<file path="config.mk">
export PLATFORM = sky130hd
export DESIGN_NAME = iir_out_fifo
export DESIGN_NICKNAME = d
export VERILOG_FILES = /design/src/rtl/iir_pkg.sv /design/src/rtl/iir_fifo_mem.sv /design/src/rtl/iir_out_fifo.sv
export SDC_FILE = /design/constraint.sdc
export NUM_CORES = 1
export LEC_CHECK = 0
export CORE_MARGIN = 1
export CORE_UTILIZATION = 45
export DETAILED_ROUTE_END_ITERATION = 16
export PLACE_DENSITY_LB_ADDON = 0.3
export SLEW_MARGIN = 20
export SYNTH_ARGS = -nofsm -noshare
export SYNTH_HDL_FRONTEND = slang
export SYNTH_SLANG_ARGS = --single-unit
</file>
<file path="constraint.sdc">
create_clock -name clk -period 2.2 [get_ports clk]
set_input_delay 0.44 -clock clk [delete_from_list [all_inputs] [get_ports clk]]
set_output_delay 0.44 -clock clk [all_outputs]
set_load 0.02 [all_outputs]
</file>
<file path="src/rtl/iir_pkg.sv">
// Shared definitions for the IIR filter datapath and its output buffer.
package iir_pkg;

    // Default sample width of the filter datapath
    localparam int NB_DEFAULT = 12;

    // Width of the optional dropped-sample counter
    localparam int DROPCNT_W = 16;

    // One filtered sample, two's complement
    typedef logic signed [NB_DEFAULT-1:0] sample_t;

endpackage

</file>
<file path="src/rtl/iir_fifo_mem.sv">
// DEPTH x NB register file: one synchronous write port, one asynchronous
// read port so the buffer head falls through to the output in the same cycle.
module iir_fifo_mem #(
    parameter int  NB    = 12,
    parameter int  DEPTH = 8,
    localparam int AW    = $clog2(DEPTH)
) (
    input  logic          clk,
    input  logic          we,
    input  logic [AW-1:0] waddr,
    input  logic [NB-1:0] wdata,
    input  logic [AW-1:0] raddr,
    output logic [NB-1:0] rdata
);

    logic [NB-1:0] words [DEPTH];

    genvar gi;
    generate
        for (gi = 0; gi < DEPTH; gi++) begin : g_word
            logic [NB-1:0] word_reg;

            // Each word loads only when it is the addressed write target
            always_ff @(posedge clk) begin
                if (we && (waddr == AW'(gi))) begin
                    word_reg <= wdata;
                end
            end

            assign words[gi] = word_reg;
        end
    endgenerate

    assign rdata = words[raddr];

endmodule

</file>
<file path="src/rtl/iir_out_fifo.sv">
// Output buffer behind iir_filter: captures every vIn-qualified sample into a
// circular buffer and replays it on a valid/ready stream. The filter cannot
// be stalled, so a sample arriving into a full buffer with no pop is dropped
// and flagged on the sticky ovf output.
// Optional feature: define IIR_FIFO_DROPCNT_EN to add a saturating 16-bit
// drop_cnt output counting dropped samples.
module iir_out_fifo
    import iir_pkg::*;
#(
    parameter int NB    = NB_DEFAULT,
    parameter int DEPTH = 8
) (
    input  logic                       clk,
    input  logic                       rst,
    input  logic                       vIn,
    input  logic [NB-1:0]              dIn,
    input  logic                       rdy,
    input  logic                       clr_ovf,
    output logic [NB-1:0]              dOut,
    output logic                       vOut,
    output logic [$clog2(DEPTH):0]     level,
    output logic                       full,
    output logic                       ovf
`ifdef IIR_FIFO_DROPCNT_EN
    ,
    output logic [DROPCNT_W-1:0]       drop_cnt
`endif
);

    localparam int AW = $clog2(DEPTH);
    localparam int LW = AW + 1;

    logic [AW-1:0] wr_ptr_reg;
    logic [AW-1:0] rd_ptr_reg;
    logic [LW-1:0] level_reg;
    logic [LW-1:0] level_next;
    logic          ovf_reg;

    logic pop;
    logic push;
    logic drop;
    logic mem_we;

    // Occupancy-derived status; EMPTY/PARTIAL/FULL are implicit in level_reg
    assign vOut  = (level_reg != '0);
    assign full  = (level_reg == LW'(DEPTH));
    assign level = level_reg;
    assign ovf   = ovf_reg;

    // A pop frees the slot the incoming sample needs, so full+pop still accepts
    assign pop  = vOut & rdy;
    assign push = vIn & (~full | pop);
    assign drop = vIn & full & ~pop;

    // Samples arriving during reset are discarded
    assign mem_we = push & ~rst;

    iir_fifo_mem #(
        .NB    (NB),
        .DEPTH (DEPTH)
    ) u_mem (
        .clk   (clk),
        .we    (mem_we),
        .waddr (wr_ptr_reg),
        .wdata (dIn),
        .raddr (rd_ptr_reg),
        .rdata (dOut)
    );

    // Occupancy moves only when exactly one of push/pop happens
    always_comb begin
        level_next = level_reg;
        case ({push, pop})
            2'b10:   level_next = level_reg + 1'b1;
            2'b01:   level_next = level_reg - 1'b1;
            default: level_next = level_reg;
        endcase
    end

    // Pointers wrap naturally at DEPTH (power of two)
    always_ff @(posedge clk) begin
        if (rst) begin
            wr_ptr_reg <= '0;
            rd_ptr_reg <= '0;
            level_reg  <= '0;
        end else begin
            if (push) begin
                wr_ptr_reg <= wr_ptr_reg + 1'b1;
            end
            if (pop) begin
                rd_ptr_reg <= rd_ptr_reg + 1'b1;
            end
            level_reg <= level_next;
        end
    end

    // Sticky overflow flag; a new drop overrides a simultaneous clear
    always_ff @(posedge clk) begin
        if (rst) begin
            ovf_reg <= 1'b0;
        end else if (drop) begin
            ovf_reg <= 1'b1;
        end else if (clr_ovf) begin
            ovf_reg <= 1'b0;
        end
    end

`ifdef IIR_FIFO_DROPCNT_EN
    logic [DROPCNT_W-1:0] drop_cnt_reg;

    // Saturating drop counter; a clear coinciding with a drop restarts at 1
    always_ff @(posedge clk) begin
        if (rst) begin
            drop_cnt_reg <= '0;
        end else if (clr_ovf) begin
            drop_cnt_reg <= drop ? DROPCNT_W'(1) : '0;
        end else if (drop && (drop_cnt_reg != '1)) begin
            drop_cnt_reg <= drop_cnt_reg + 1'b1;
        end
    end

    assign drop_cnt = drop_cnt_reg;
`endif

endmodule

</file>
Yosys cells after proc, flatten, opt, wreduce, memory -nomap -nowiden --
Index checks and enable logic that the tools add are counted.
Word-level totals: register bits 107, input port bits 17, output and inout port bits 19, word-level logic and storage cells 55
Operators by class: $add $sub $neg 4, $lt $le $gt $ge 1, equal/unequal tests 10, muxes and demuxes 6, bitwise operators 10, reduce and logical (&&, ||, !) cells 12
Operators by type and width (count):
- $bmux W12 S3 | 1
- $mux W12 | 2
- $eq A3 B3 Y1 const B | 4
- $logic_and A1 B1 Y1 | 8
- $pmux W4 S2 | 1
- $add A3 B1 Y3 const B | 2
- $eq A3 B2 Y1 const B | 2
- $and A1 B1 Y1 | 5
- $add A4 B1 Y4 const B | 1
- $eq A4 B4 Y1 const B | 1
- $ge A4 B4 Y1 const B | 1
- $not A3 Y4 | 1
- $reduce_bool A2 Y1 | 2
- $reduce_bool A4 Y1 | 1
- $sub A4 B1 Y4 const B | 1
- $eq A3 B1 Y1 const B | 1
- $logic_not A3 Y1 | 1
- $not A1 Y1 | 3
- $eq A2 B1 Y1 const B | 1
- $eq A2 B2 Y1 const B | 1
- $mux W1 | 2
- $or A1 B1 Y1 | 1

Logic depth before layout (Yosys ltp) --
Gate-level depths: netlist of the first run.
depth after elaboration 6, mapped depth 10, depth with buffers taken out 8

Cells and area by module --
From an unflattened synthesis of the first run, not the netlist that was laid out.
Unflattened totals: cell total of the unflattened synthesis 224, area total of the unflattened synthesis 4385.5 sq um
Modules (own cells, without submodules):
- iir_fifo_mem | instances 1, cells an instance 152, area each 3747.3 sq um, sequential area each 2882.8 sq um
- iir_out_fifo | instances 1, cells an instance 72, area each 638.1 sq um, sequential area each 220.2 sq um

Worst setup path before layout of the first run --
Ideal clock, no wire load.
path type reg-to-reg, start register level_reg[1] (netlist: level[1]), end register level_reg[2] (netlist: level[2]), setup time 0.132 ns, arrival 2.046 ns, required time 2.068 ns, path slack 0.022 ns, cell stages (with the launch flop) 11, path buffers 2, period minus slack after synthesis 2.178 ns, path through dfxtp_1 > buf_6 > or4_4 > buf_6 > nand2_1 > xnor2_1 > ha_1 > inv_1 > a2111oi_4 > a221oi_2 > o221ai_2
On the way: longest elaborated chain between the ends 6, elaborated cells on any way between the ends 12, classes of those cells add/sub (2); eq/ne (3); mux (1); bitwise (4); reduce/logical (2)
RTL lines:
- start: declaration | line iir_out_fifo.sv:35 | logic [LW-1:0] level_reg;
- start signal: assignment | line iir_out_fifo.sv:93 | level_reg <= level_next;
- $reduce_bool A4 Y1 * | line iir_out_fifo.sv:45 | assign vOut = (level_reg != '0);
- named net vOut | line iir_out_fifo.sv:20 | output logic vOut,
- $and A1 B1 Y1 * | line iir_out_fifo.sv:51 | assign pop = vOut & rdy;
- $or A1 B1 Y1 | line iir_out_fifo.sv:52 | assign push = vIn & (~full | pop);
- $and A1 B1 Y1 | line iir_out_fifo.sv:52
- $eq A2 B1 Y1 or $eq A2 B2 Y1 (tied branches) | line iir_out_fifo.sv:73 | case ({push, pop})
- $pmux W4 S2 or $reduce_bool A2 Y1 (tied branches)
Mark *: on every way through the listed nets, which the timed path passes. The rest lies on a longest branch. A chain may end at the register's enable or synchronous reset.

Final worst setup path of the first run --
start register rd_ptr_reg[0], end output port dOut[9]
On the way: longest elaborated chain between the ends 4
RTL lines:
- start: declaration | line iir_out_fifo.sv:34 | logic [AW-1:0] rd_ptr_reg;
- start signal: assignment | line iir_out_fifo.sv:91 | rd_ptr_reg <= rd_ptr_reg + 1'b1;
- $not A3 Y4 (implied by the code) | line iir_fifo_mem.sv:34 | assign rdata = words[raddr];
- $bmux W12 S3 | line iir_fifo_mem.sv:34
- $mux W12 (implied by the code) (2 in series) | line iir_fifo_mem.sv:34
- end: declaration | line iir_out_fifo.sv:19 | output logic [NB-1:0] dOut,
No other way between the ends. The select of a mux whose other input is x is not followed.

==> results.py, run 1 <==
metrics = {
    "clock_network": {
        "clk_pin_slew_worst_paths_ps": 90,
        "cts_num_sinks": 107,
        "clockBufferDepth": 2,
        "worstSkewPairLatency_ps": 350,
        "htreeDepth": 3,
        "cts_tree": "done",
        "root_buffer": "clkbuf_8",
        "numCtsBuffers": 9,
    },
    "critical_path": {
        "r2r_cells": 8,
        "end_kind": "output port",
        "path_max_fanout": 5,
        "ff2ff_setup_slack_ps": 180,
        "rr_endpoint": "level[2]",
        "critPathLaunchType": "register",
        "timing.rr.start": "level[1]",
        "worstPathArrival_ps": 1870,
        "required_ps": 1760,
        "critPathKind": "register to output port",
    },
    "place": {
        "place_ws_ps": -115,
        "dp_hpwl_um": 5290,
        "routabilityCongestion": 0.784,
        "io_buffers": 35,
    },
    "yosys": {
        "synth_area_um2": 4390,
        "synthCells": 228,
        "async_reset_ff_share_pct": 0,
        "syn_nets": 253,
        "synth-edff-count": 96,
        "yosysSeqAreaShare_pct": 70.7,
        "avgSynthCellArea_um2": 19.3,
        "synth_cell_types": 33,
        "yosys_warnings": 0,
        "synth_seq_cells": 107,
        "ys.flop_type": "edfxtp_1",
    },
    "outcome": {
        "violations": "negative setup slack",
        "status": "finished, violations left",
    },
    "timing": {
        "fin_crit_sh_pct": 105,
        "setup_slack_ps": -109,
        "max_freq_mhz": 433,
        "fin_crit_ps": 2310,
        "worst_slew_pin_slew_ps": 351,
        "fin_skew_ps": 11.5,
        "rsz0062_at_grt": "true",
        "finalMaxSlewViolations": 0,
        "slew_headroom_pct": 76.5,
        "whs_ps": 567,
        "hold_viol_final": 0,
        "setup_viol": 12,
    },
    "grt": {
        "grt_max_degree": 19,
        "grt_pass1_wl_um": 12900,
        "grt_pass1_vias": 2448,
        "antenna_found_initial": 0,
        "grt_use_total_pct": 17.6,
        "grt-ovfl-total": 0,
    },
    "die": {
        "initial_core_util_pct": 47.1,
        "placementRows": 35,
        "dieArea_um2": 10200,
        "die_y_um": 101,
        "fp.dieW_um": 101,
        "num_io_pins": 36,
        "core_um2": 9330,
    },
    "pwr": {
        "p_per_area_nw_per_um2": 963,
        "totalPowerFinal_mw": 5.22,
        "p_leak_nw": 1.89,
        "ir_drop_mv": 0.332,
    },
    "run": {
        "drv_cap": 0,
    },
    "layout": {
        "largest_reg_flops": 96,
        "antenna_cells": 0,
        "layout.nets": 329,
        "post-route-util_pct": 58.2,
        "area_delta_synth_final_pct": 23.6,
        "drive_gt1_share_pct": 37.0,
        "nFillCells": 750,
    },
    "drt": {
        "drc_errors": 0,
        "avgRoutedWirePerCell_um": 18.3,
        "via_per_inst": 5.14,
        "vias": 2244,
        "initialDrtViolationCount": 67,
        "wl_um": 8010,
        "drtPass1Iterations": 5,
        "final_antenna_net_count": 0,
    },
    "min_path": {
        "holdPathEnd": "wr_ptr_reg[1]",
        "hold_class": "register to register",
        "hold_start": "wr_ptr_reg[1]",
        "min_delay_path_depth": 2,
    },
}
[stage by stage]
stage,cells,area [um2],TNS (ps)
4_1_cts,434,5380,-1450
5_1_grt,437,5430,-2070
2_1_floorplan,228,4390,0
3_5_place_dp,414,5150,-1350
3_3_place_gp,414,5150,-1210
6_report,437,5430,-1070
[worst max path at each step]
stage,from,end,slack [ps],cells past startpoint
floorplan,level[1],level[2],20,10
global placement,rd_ptr_reg[0],dOut[2],-120,4
detailed placement,rd_ptr_reg[0],dOut[2],-120,4
CTS,rd_ptr_reg[0],dOut[11],-170,5
global route,rd_ptr_reg[0],dOut[11],-190,4
finish,rd_ptr_reg[0],dOut[9],-110,5
[timing repair]
item | 4_1_cts | 5_1_grt
resized for setup | 59 | 15
cloned | 1 | 0
hold buffers | 0 | 0
pin swaps | 0 | 2
setup endpoints to repair | 14 | 14
buffers inserted | 4 | 4
[worst max-delay path, stage by stage, from the launching register on]
cell,delay [ps]
dfxtp_4,400
buf_12,120
buf_4,100
mux4_2,490
mux2_2,280
buf_6,130
[synthesized netlist by cell type, drive strengths merged (2+ instances only)]
cell type	instances	area (um2)
a211oi	2	27.5
a21oi	3	15.0
and2	3	21.3
and3	6	37.5
buf	8	50.1
clkbuf	3	11.3
dfxtp	11	220
edfxtp	96	2880
ha	8	100
inv	6	22.5
mux2	12	135
mux2i	3	30.0
mux4	24	541
nand2	6	22.5
nand3	3	15.0
nor2	14	52.6
nor2b	3	18.8
nor3	2	10.0
xnor2	4	35.0
xor2	2	17.5
[power by group]
part	switching, mW	leakage [nW]	internal, mW
Combinational	0.722	0.823	0.897
Clock	0.626	0.106	0.635
Sequential	0.0575	0.958	2.29
[cells by family after synthesis]
group / share of synthesized area (%)
xor gates and xnor gates: 1.20
adders and majority gates: 2.28
muxes: 16.1
and+or+nand+nor: 4.96
DFF: 70.7
buffers and inverters: 1.91
AOI/OAI and AO/OA: 2.88
[per-layer routing]
layer | track usage [%] | up-vias | wire [um] | part of all wire [%]
met2 | 29.6 | 36 | 4160 | 52
met5 | 0 | - | 0 | 0
met4 | 6.02 | 0 | 74 | 0.92
li1 | - | 1046 | - | -
met1 | 22.6 | 1154 | 3530 | 44
met3 | 3.88 | 8 | 242 | 3.0
[cell type report]
type	instances	area [um2]	area share (%)
flip-flops and latches	107	3110	57.3
multi-input cells	104	1220	22.5
repair buffers	76	706	13.0
well taps	129	161	2.98
clock buffers	10	128	2.35
clock inverters	5	78.8	1.45
inverters	6	22.5	0.415
[cells in the final DEF, fill, tap and decap left out, types with 5 or more instances in the layout]
cell type        count
clkbuf_8             9
buf_4               37
nand2_1              5
edfxtp_1            96
mux4_2              24
buf_6                7
dfxtp_1             10
nor2_1              13
and3_1               6
mux2_2               8
buf_12               5
clkdlybuf4s50_1     21
ha_1                 8
inv_1                6
Power figures use the tool's default switching activity.
==> inputs of run 2 (changes only) <==
--- a/config.mk
+++ b/config.mk
@@ -8,6 +8,8 @@
 export CORE_MARGIN = 1
 export CORE_UTILIZATION = 45
 export DETAILED_ROUTE_END_ITERATION = 16
+export GPL_ROUTABILITY_DRIVEN = 0
+export MAX_ROUTING_LAYER = met4
 export PLACE_DENSITY_LB_ADDON = 0.3
 export SLEW_MARGIN = 20
 export SYNTH_ARGS = -nofsm -noshare
==> run 2 against run 1 <==
Net effect: the flow still finishes with violations (negative setup slack); power about the same; worst hold slack about the same; global-route usage increased by 0.49 points; utilization unchanged; critical path depth unchanged; register-to-register slack about the same; die area unchanged; fmax about the same; first-iteration DRC count increased by 36%; final cell count unchanged; sequential cell count unchanged; via count decreased by 0.18%; largest power group unchanged.
==> results.py, run 2 (same netlist as run 1, synthesis figures left out) <==
metrics = {
    "outcome": {
        "status": "finished, violations left",
        "violations": "negative setup slack",
    },
    "clock_network": {
        "cts_num_sinks": 107,
        "clockBufferDepth": 2,
        "cts_hold_buffers": 0,
        "cts_tree": "done",
        "root_buffer": "clkbuf_8",
        "numCtsBuffers": 9,
        "worstSkewPairLatency_ps": 350,
        "clk_pin_slew_worst_paths_ps": 90,
        "htreeDepth": 3,
    },
    "layout": {
        "final_cells": 437,
        "final_common_cell": "edfxtp_1",
        "layout.nets": 329,
        "largest_reg_flops": 96,
        "drive_gt1_share_pct": 37.0,
        "antenna_cells": 0,
        "multi_input_area_um2": 1220,
        "nFillCells": 750,
        "area_delta_synth_final_pct": 23.6,
        "post-route-util_pct": 58.2,
        "regArea_um2": 3110,
        "final_cell_mix": "96 x edfxtp_1, 37 x buf_4, 24 x mux4_2",
    },
    "timing": {
        "fin_setup_tns_ps": -1070,
        "worst_slew_pin_slew_ps": 351,
        "fin_crit_ps": 2310,
        "fin_skew_ps": 10.3,
        "setup_slack_ps": -109,
        "setup_viol": 12,
        "finalMaxSlewViolations": 0,
        "fin_crit_sh_pct": 105,
        "slew_headroom_pct": 76.5,
        "hold_viol_final": 0,
        "max_freq_mhz": 433,
        "rsz0062_at_grt": "true",
    },
    "pwr": {
        "combPwrFrac_pct": 31.0,
        "totalPowerFinal_mw": 5.23,
        "p_leak_nw": 1.89,
        "ir_drop_mv": 0.334,
        "p_int_mw": 3.82,
        "pwr-share-seq_pct": 44.9,
        "netSwitchingFraction_pct": 26.9,
        "p_per_area_nw_per_um2": 963,
        "net-switching-power_mw": 1.41,
        "clockPowerShare_pct": 24.2,
    },
    "critical_path": {
        "required_ps": 1760,
        "path_max_fanout": 5,
        "critPathKind": "register to output port",
        "worstPathArrival_ps": 1870,
        "critPathLaunchType": "register",
        "end_kind": "output port",
    },
    "grt": {
        "grt_max_degree": 19,
        "grt-ovfl-total": 0,
        "grt_pass1_wl_um": 12900,
        "grt_use_total_pct": 18.1,
        "grt_pass1_vias": 2441,
        "antenna_found_initial": 0,
    },
    "run": {
        "drv_cap": 0,
    },
    "drt": {
        "via_per_inst": 5.13,
        "drtPass1Iterations": 4,
        "drc_errors": 0,
        "vias": 2240,
        "avgRoutedWirePerCell_um": 18.3,
        "final_antenna_net_count": 0,
        "wl_um": 8000,
        "initialDrtViolationCount": 91,
    },
    "place": {
        "place_ws_ps": -115,
        "io_buffers": 35,
        "dp_cells": 414,
        "dp_hpwl_um": 5290,
    },
    "die": {
        "initial_core_util_pct": 47.1,
        "num_io_pins": 36,
        "dieArea_um2": 10200,
        "die_y_um": 101,
        "fp.dieW_um": 101,
        "core_um2": 9330,
        "placementRows": 35,
    },
    "min_path": {
        "hold_class": "register to register",
    },
}
## run 2: final timing paths
path                 start       endpoint  slack, ps  cells past startpoint
max          rd_ptr_reg[0]        dOut[9]       -110                      5
min          wr_ptr_reg[1]  wr_ptr_reg[1]        570                      2
max reg2reg       level[1]       level[2]        180                      8
min reg2reg  wr_ptr_reg[1]  wr_ptr_reg[1]        570                      2
## run 2: power by group through the flow
stage	clock, mW	sequential (mW)	combinational [mW]
final	1.26	2.34	1.62
after global routing	1.36	2.36	1.76
after CTS	1.28	2.34	1.57
after detailed placement	0	2.38	1.52
after global placement	0	2.38	1.49
after floorplan	0	2.40	0.985
## run 2: area by class of cell
type,count,area share (%)
repair buffers,76,13.0
inverters,6,0.415
multi-input cells,104,22.5
clock inverters,5,1.45
clock buffers,10,2.35
flip-flops and latches,107,57.3
well taps,129,2.98
## run 2: stage by stage
step           hold slack, ps  instance area [um2]
6_report                  567                 5430
5_1_grt                   607                 5430
3_5_place_dp              567                 5150
2_1_floorplan             518                 4390
3_3_place_gp              545                 5150
4_1_cts                   583                 5380
## run 2: critical path: stages (launching register included)
cell and delay, ps:
dfxtp_4 400, buf_12 120, buf_4 100, mux4_2 490
mux2_2 280, buf_6 130
## run 2: per-layer routing
layer	track usage, %	part of all wire (%)
met2	29.6	51
met1	22.8	45
met5	-	0
met3	3.05	2.5
met4	6.69	1.2
## run 2: repair_timing
| item | CTS | global route |
|---|---|---|
| endpoints found under the setup margin | 14 | 14 |
| gates resized for setup | 59 | 15 |
| cloned | 1 | 0 |
| buffers inserted | 4 | 4 |
| pin swaps | 0 | 2 |
